===== config.mk =====
export PLATFORM = sky130hd
export DESIGN_NAME = rf_seq
export DESIGN_NICKNAME = d
export VERILOG_FILES = /design/src/rtl/rf_seq.sv
export SDC_FILE = /design/constraint.sdc
export NUM_CORES = 1
export LEC_CHECK = 0
export BUFFER_PORTS_ARGS = -buffer_cell sky130_fd_sc_hd__buf_4
export CORE_MARGIN = 10
export CORE_UTILIZATION = 35
export DETAILED_ROUTE_END_ITERATION = 8
export PLACE_DENSITY = 0.6
export SKIP_CTS_REPAIR_TIMING = 1
export SYNTH_ARGS = -nofsm -noshare
export SYNTH_HDL_FRONTEND = slang
export SYNTH_SLANG_ARGS = --single-unit

===== constraint.sdc =====
create_clock -name clk -period 2.1 [get_ports clk]
set_clock_uncertainty 0.1 [all_clocks]
set_input_delay 0.315 -clock clk [delete_from_list [all_inputs] [get_ports clk]]
set_output_delay 0.315 -clock clk [all_outputs]
set_load 0.03 [all_outputs]

===== src/rtl/rf_seq.sv =====
// Register-file control sequencer: latches one instruction on go and walks it
// through READ/EXEC/WRITE, driving the RF ports, ALU select and done handshake.
module rf_seq (
   input  logic       clk,
   input  logic       rst,
   input  logic       go,
   input  logic [2:0] op,
   input  logic [1:0] dst,
   input  logic [1:0] srca,
   input  logic [1:0] srcb,
   input  logic [2:0] imm,
   output logic       busy,
   output logic       done,
   output logic       rea,
   output logic       reb,
   output logic [1:0] raa,
   output logic [1:0] rab,
   output logic       we,
   output logic [1:0] wa,
   output logic       sel_imm,
   output logic [2:0] imm_q,
   output logic [1:0] alu_op,
   output logic       out_en
);

   typedef enum logic [2:0] {IDLE, READ, EXEC, WRITE, DONE} state_t;

   localparam logic [2:0] OP_NOP = 3'b000;
   localparam logic [2:0] OP_LDI = 3'b001;
   localparam logic [2:0] OP_SUB = 3'b011;
   localparam logic [2:0] OP_AND = 3'b100;
   localparam logic [2:0] OP_OR  = 3'b101;
   localparam logic [2:0] OP_MOV = 3'b110;
   localparam logic [2:0] OP_OUT = 3'b111;

   state_t     state, state_n;
   logic [2:0] op_r, op_n;
   logic [1:0] dst_r, dst_n;
   logic [1:0] srca_r, srca_n;
   logic [1:0] srcb_r, srcb_n;
   logic [2:0] imm_n;

   logic       busy_n, done_n, rea_n, reb_n, we_n, sel_imm_n, out_en_n;
   logic [1:0] raa_n, rab_n, wa_n, alu_op_n;
   logic       reading, b_used;

   // Next state and instruction register; the instruction only loads in IDLE
   always_comb begin
      state_n = state;
      op_n    = op_r;
      dst_n   = dst_r;
      srca_n  = srca_r;
      srcb_n  = srcb_r;
      imm_n   = imm_q;
      case (state)
         IDLE: begin
            if (go) begin
               op_n   = op;
               dst_n  = dst;
               srca_n = srca;
               srcb_n = srcb;
               imm_n  = imm;
               case (op)
                  OP_NOP:  state_n = DONE;
                  OP_LDI:  state_n = WRITE;
                  default: state_n = READ;
               endcase
            end
         end
         READ:    state_n = EXEC;
         EXEC:    state_n = (op_r == OP_OUT) ? DONE : WRITE;
         WRITE:   state_n = DONE;
         DONE:    state_n = IDLE;
         default: state_n = IDLE;
      endcase
   end

   // Outputs are decoded from the upcoming state so the registered copies
   // line up with the state they belong to (Moore, no output glitches)
   always_comb begin
      reading   = (state_n == READ) || (state_n == EXEC) ||
                  ((state_n == WRITE) && (op_n != OP_LDI));
      b_used    = (op_n != OP_MOV) && (op_n != OP_OUT);
      busy_n    = (state_n != IDLE);
      done_n    = (state_n == DONE);
      rea_n     = reading;
      raa_n     = reading ? srca_n : 2'b00;
      reb_n     = reading && b_used;
      rab_n     = (reading && b_used) ? srcb_n : 2'b00;
      we_n      = (state_n == WRITE);
      wa_n      = (state_n == WRITE) ? dst_n : 2'b00;
      sel_imm_n = (state_n == WRITE) && (op_n == OP_LDI);
      out_en_n  = (state_n == EXEC) && (op_n == OP_OUT);
      alu_op_n  = 2'b00;
      if (state_n != IDLE) begin
         case (op_n)
            OP_SUB:  alu_op_n = 2'b01;
            OP_AND:  alu_op_n = 2'b10;
            OP_OR:   alu_op_n = 2'b11;
            default: alu_op_n = 2'b00;
         endcase
      end
   end

   always_ff @(posedge clk or posedge rst) begin
      if (rst) begin
         state   <= IDLE;
         op_r    <= 3'b000;
         dst_r   <= 2'b00;
         srca_r  <= 2'b00;
         srcb_r  <= 2'b00;
         imm_q   <= 3'b000;
         busy    <= 1'b0;
         done    <= 1'b0;
         rea     <= 1'b0;
         reb     <= 1'b0;
         raa     <= 2'b00;
         rab     <= 2'b00;
         we      <= 1'b0;
         wa      <= 2'b00;
         sel_imm <= 1'b0;
         alu_op  <= 2'b00;
         out_en  <= 1'b0;
      end else begin
         state   <= state_n;
         op_r    <= op_n;
         dst_r   <= dst_n;
         srca_r  <= srca_n;
         srcb_r  <= srcb_n;
         imm_q   <= imm_n;
         busy    <= busy_n;
         done    <= done_n;
         rea     <= rea_n;
         reb     <= reb_n;
         raa     <= raa_n;
         rab     <= rab_n;
         we      <= we_n;
         wa      <= wa_n;
         sel_imm <= sel_imm_n;
         alu_op  <= alu_op_n;
         out_en  <= out_en_n;
      end
   end

endmodule


==> summary.md <==
| Metric | Value |
|---|---|
| Worst-Skew Late Latency | `330 ps` |
| Async SR Flop Fraction | `100.0%` |
| Fraction of final layout cells sized beyond drive strength 1 | `45.19%` |
| Area leader, netlist | `dfrtp_1` |
| Combinational family with the most area after synthesis | `simple AND/OR/NAND/NOR gates` |
| Number of global-route vias before repair | `924` |
| RR Endpoint | `rab[0]` |
| Simple-gate portion of the synthesized area | `18.57%` |
| DRT Pass-1 Iters | `4` |
| Area share of the largest cell type after synthesis | `60.54%` |
| Post-synth EDFFs | `0` |
| Drt via density | `4.785` |
| Die H | `79.52 um` |
| Post-layout min period | `1829 ps` |
| Leakage | `0.7748 nW` |
| Maxcap violations | `0` |
| Adder-cell share of the synthesized area | `0%` |
| Clock sinks | `30` |
| Startpoint types | `register` |
| Avg Synthesized Cell Area | `12.78 sq um` |
| Area growth syn-to-layout | `31.08%` |
| R2r setup slk | `270 ps` |
| Peak VDD IR | `687.1 uV` |
| Die area | `6323 sq um` |
| FILL cells | `324` |
| Req. time, crit path | `2220 ps` |
| Critical path class | `register to register` |
| Sequential cell area fraction in the yosys report | `60.54%` |
| Register area | `750.7 sq um` |
| # diodes | `0` |
| Synth top area cells | `dfrtp_1, mux2_2, nor3b_1` |
| Final Net Count | `149` |
| Row cnt | `21` |
| Post-Route WL | `2637 um` |
| # port buffers | `32` |
| Global Route Usage Sum | `9.310%` |
| Hold path cells | `2` |
| CTS HTree Levels | `2` |
| Setup total negative slack | `0 ps` |
| Worst Hold Class | `primary input to register` |
| Core ar. | `3390 sq um` |
| Routed Antenna Nets | `0` |
| Fmax | `546.6 MHz` |
| Count leader, synth | `dfrtp_1` |
| Synthesized area | `1240 sq um` |
| Data arrival, critical path | `1950 ps` |
| Synth cell types | `30` |
| Total CTS buffers | `5` |
| RSZ-0062 raised after global routing | `no` |
| Hold wc startpoint | `imm[1]` |
| Gate Count Post-Synth | `97` |
| Synth Net Count | `112` |
| Worst Path Max Fanout | `9` |
| Final WS setup | `270.6 ps` |
| Final Hold Vio Count | `0` |
| Post-synthesis mux area share | `10.90%` |
| Synth Area in XOR/XNOR | `1.413%` |
| WHS Endpoint | `imm_q[1]` |
| Final HPWL DP | `1923 um` |
| Synth cell count leaders | `dfrtp_1, mux2_2, nand2_1` |
| Outcome | `finished clean` |
| Endpoints failing setup | `0` |
| First-pass GRT wire length | `4478 um` |
| Chip Width | `79.52 um` |
| Clk root buf | `clkbuf_4` |
| Period utilization | `87.12%` |
| Yosys warns | `0` |
| R2R depth | `4` |
| Place WS | `267.9 ps` |
| Clock-pin transition on the worst setup and hold timing paths | `100 ps` |
| TritonCTS clock tree | `built` |
| R2r startpoint | `state[0]` |
| Initial core utilization | `36.58%` |
| GP Congestion | `0.8140` |
| Starting DRT DRC Count | `22` |
| Initial antenna violation count | `0` |
| Max-slew violation count | `0` |
| DRC viols | `0` |
| Largest net degree at the start of global routing | `31` |
| IO Pins | `33` |
| Post-synthesis compound-gate area fraction | `5.146%` |
| Congestion Overflow GR | `0` |
| Slew HR | `68.47%` |
| Multi-input gate area | `446.7 sq um` |
| Detailed-route wire length per cell | `14.57 um` |
| Synthesized flop and latch total | `30` |
| Predominant post-synthesis flop cell | `dfrtp_1` |
| Power per cell area | `1607 nW/um^2` |
| Total vias in the final route | `866` |
| CTS Buffer Depth | `2` |
| Setup crit end kind | `register` |
| Worst-margin pin slew | `470.9 ps` |
[metal layers]
layer	track usage [%]	share of wire (%)	vias up
li1	-	-	410
met1	9.834	41	428
met2	14.32	50	23
met3	5.180	6.8	5
met4	5.376	2.3	0
met5	0	0	-
[cell usage in the layout, fill, tap and decap left out, drive strengths merged, types with 2 or more instances in the layout]
cell / netlist / layout
or2: 3 / 3
xor2: 2 / 2
nand3: 3 / 3
nor3b: 4 / 4
nand3b: 2 / 2
dfrtp: 30 / 30
a21oi: 5 / 5
clkinv: 0 / 2
or3b: 2 / 2
inv: 4 / 4
o21ai: 3 / 3
nor2: 2 / 2
mux2: 12 / 12
nor2b: 3 / 3
nand2: 6 / 6
clkbuf: 2 / 5
buf: 3 / 34
nor3: 2 / 2
[logic make-up after synthesis]
logic type / Yosys count
buf+inv: 9
simple gates: 33
flops: 30
compound gates: 11
xor+xnor: 2
mux: 12
[registers in the layout (all words and copies together) (netlist names)]
register	flops
imm_q	3
op_r	3
state	3
alu_op	2
dst_r	2
raa	2
rab	2
srca_r	2
srcb_r	2
wa	2
busy	1
done	1
out_en	1
rea	1
reb	1
sel_imm	1
we	1
[worst max-delay path: stages (launching register included)]
cell and delay (ps):
dfrtp_1 480, or3b_1 430, or4b_4 530, nand3_4 120, nor3b_1 60
[worst max-delay path by stage]
| stage | from | endpoint | slack (ps) | cells past startpoint |
|---|---|---|---|---|
| global placement | state[0] | rab[1] | 310 | 4 |
| global route | state[2] | rab[0] | 160 | 4 |
| detailed placement | state[0] | rab[1] | 270 | 4 |
| finish | state[0] | rab[0] | 270 | 4 |
| floorplan | state[0] | rab[0] | 340 | 5 |
| CTS | state[0] | rab[0] | 270 | 4 |
[metrics by stage]
stage	instance area, sq um	power, mW	std cells	hold slack (ps)	utilization [%]
2_1_floorplan	1240	1.808	97	305.8	-
3_3_place_gp	1538	2.174	172	314.5	45.37
3_5_place_dp	1538	2.204	172	324.8	45.37
4_1_cts	1615	2.654	180	-38.60	47.66
5_1_grt	1625	2.799	181	93.70	47.95
6_report	1625	2.612	181	115.5	47.95
[area by class of cell]
| cell class | instances | share of cell area, % |
|---|---|---|
| clock buffers | 5 | 2.309 |
| clock inverters | 3 | 2.463 |
| inverters | 4 | 0.9238 |
| multi-input cells | 58 | 27.48 |
| flip-flops and latches | 30 | 46.19 |
| well taps | 46 | 3.541 |
| repair buffers | 35 | 17.09 |
[where the power goes]
group | total, mW | switching (mW) | internal [mW]
registers | 0.985 | 0.154 | 0.832
clock network | 0.445 | 0.198 | 0.246
logic | 1.18 | 0.642 | 0.540
Power figures use the tool's default switching activity.
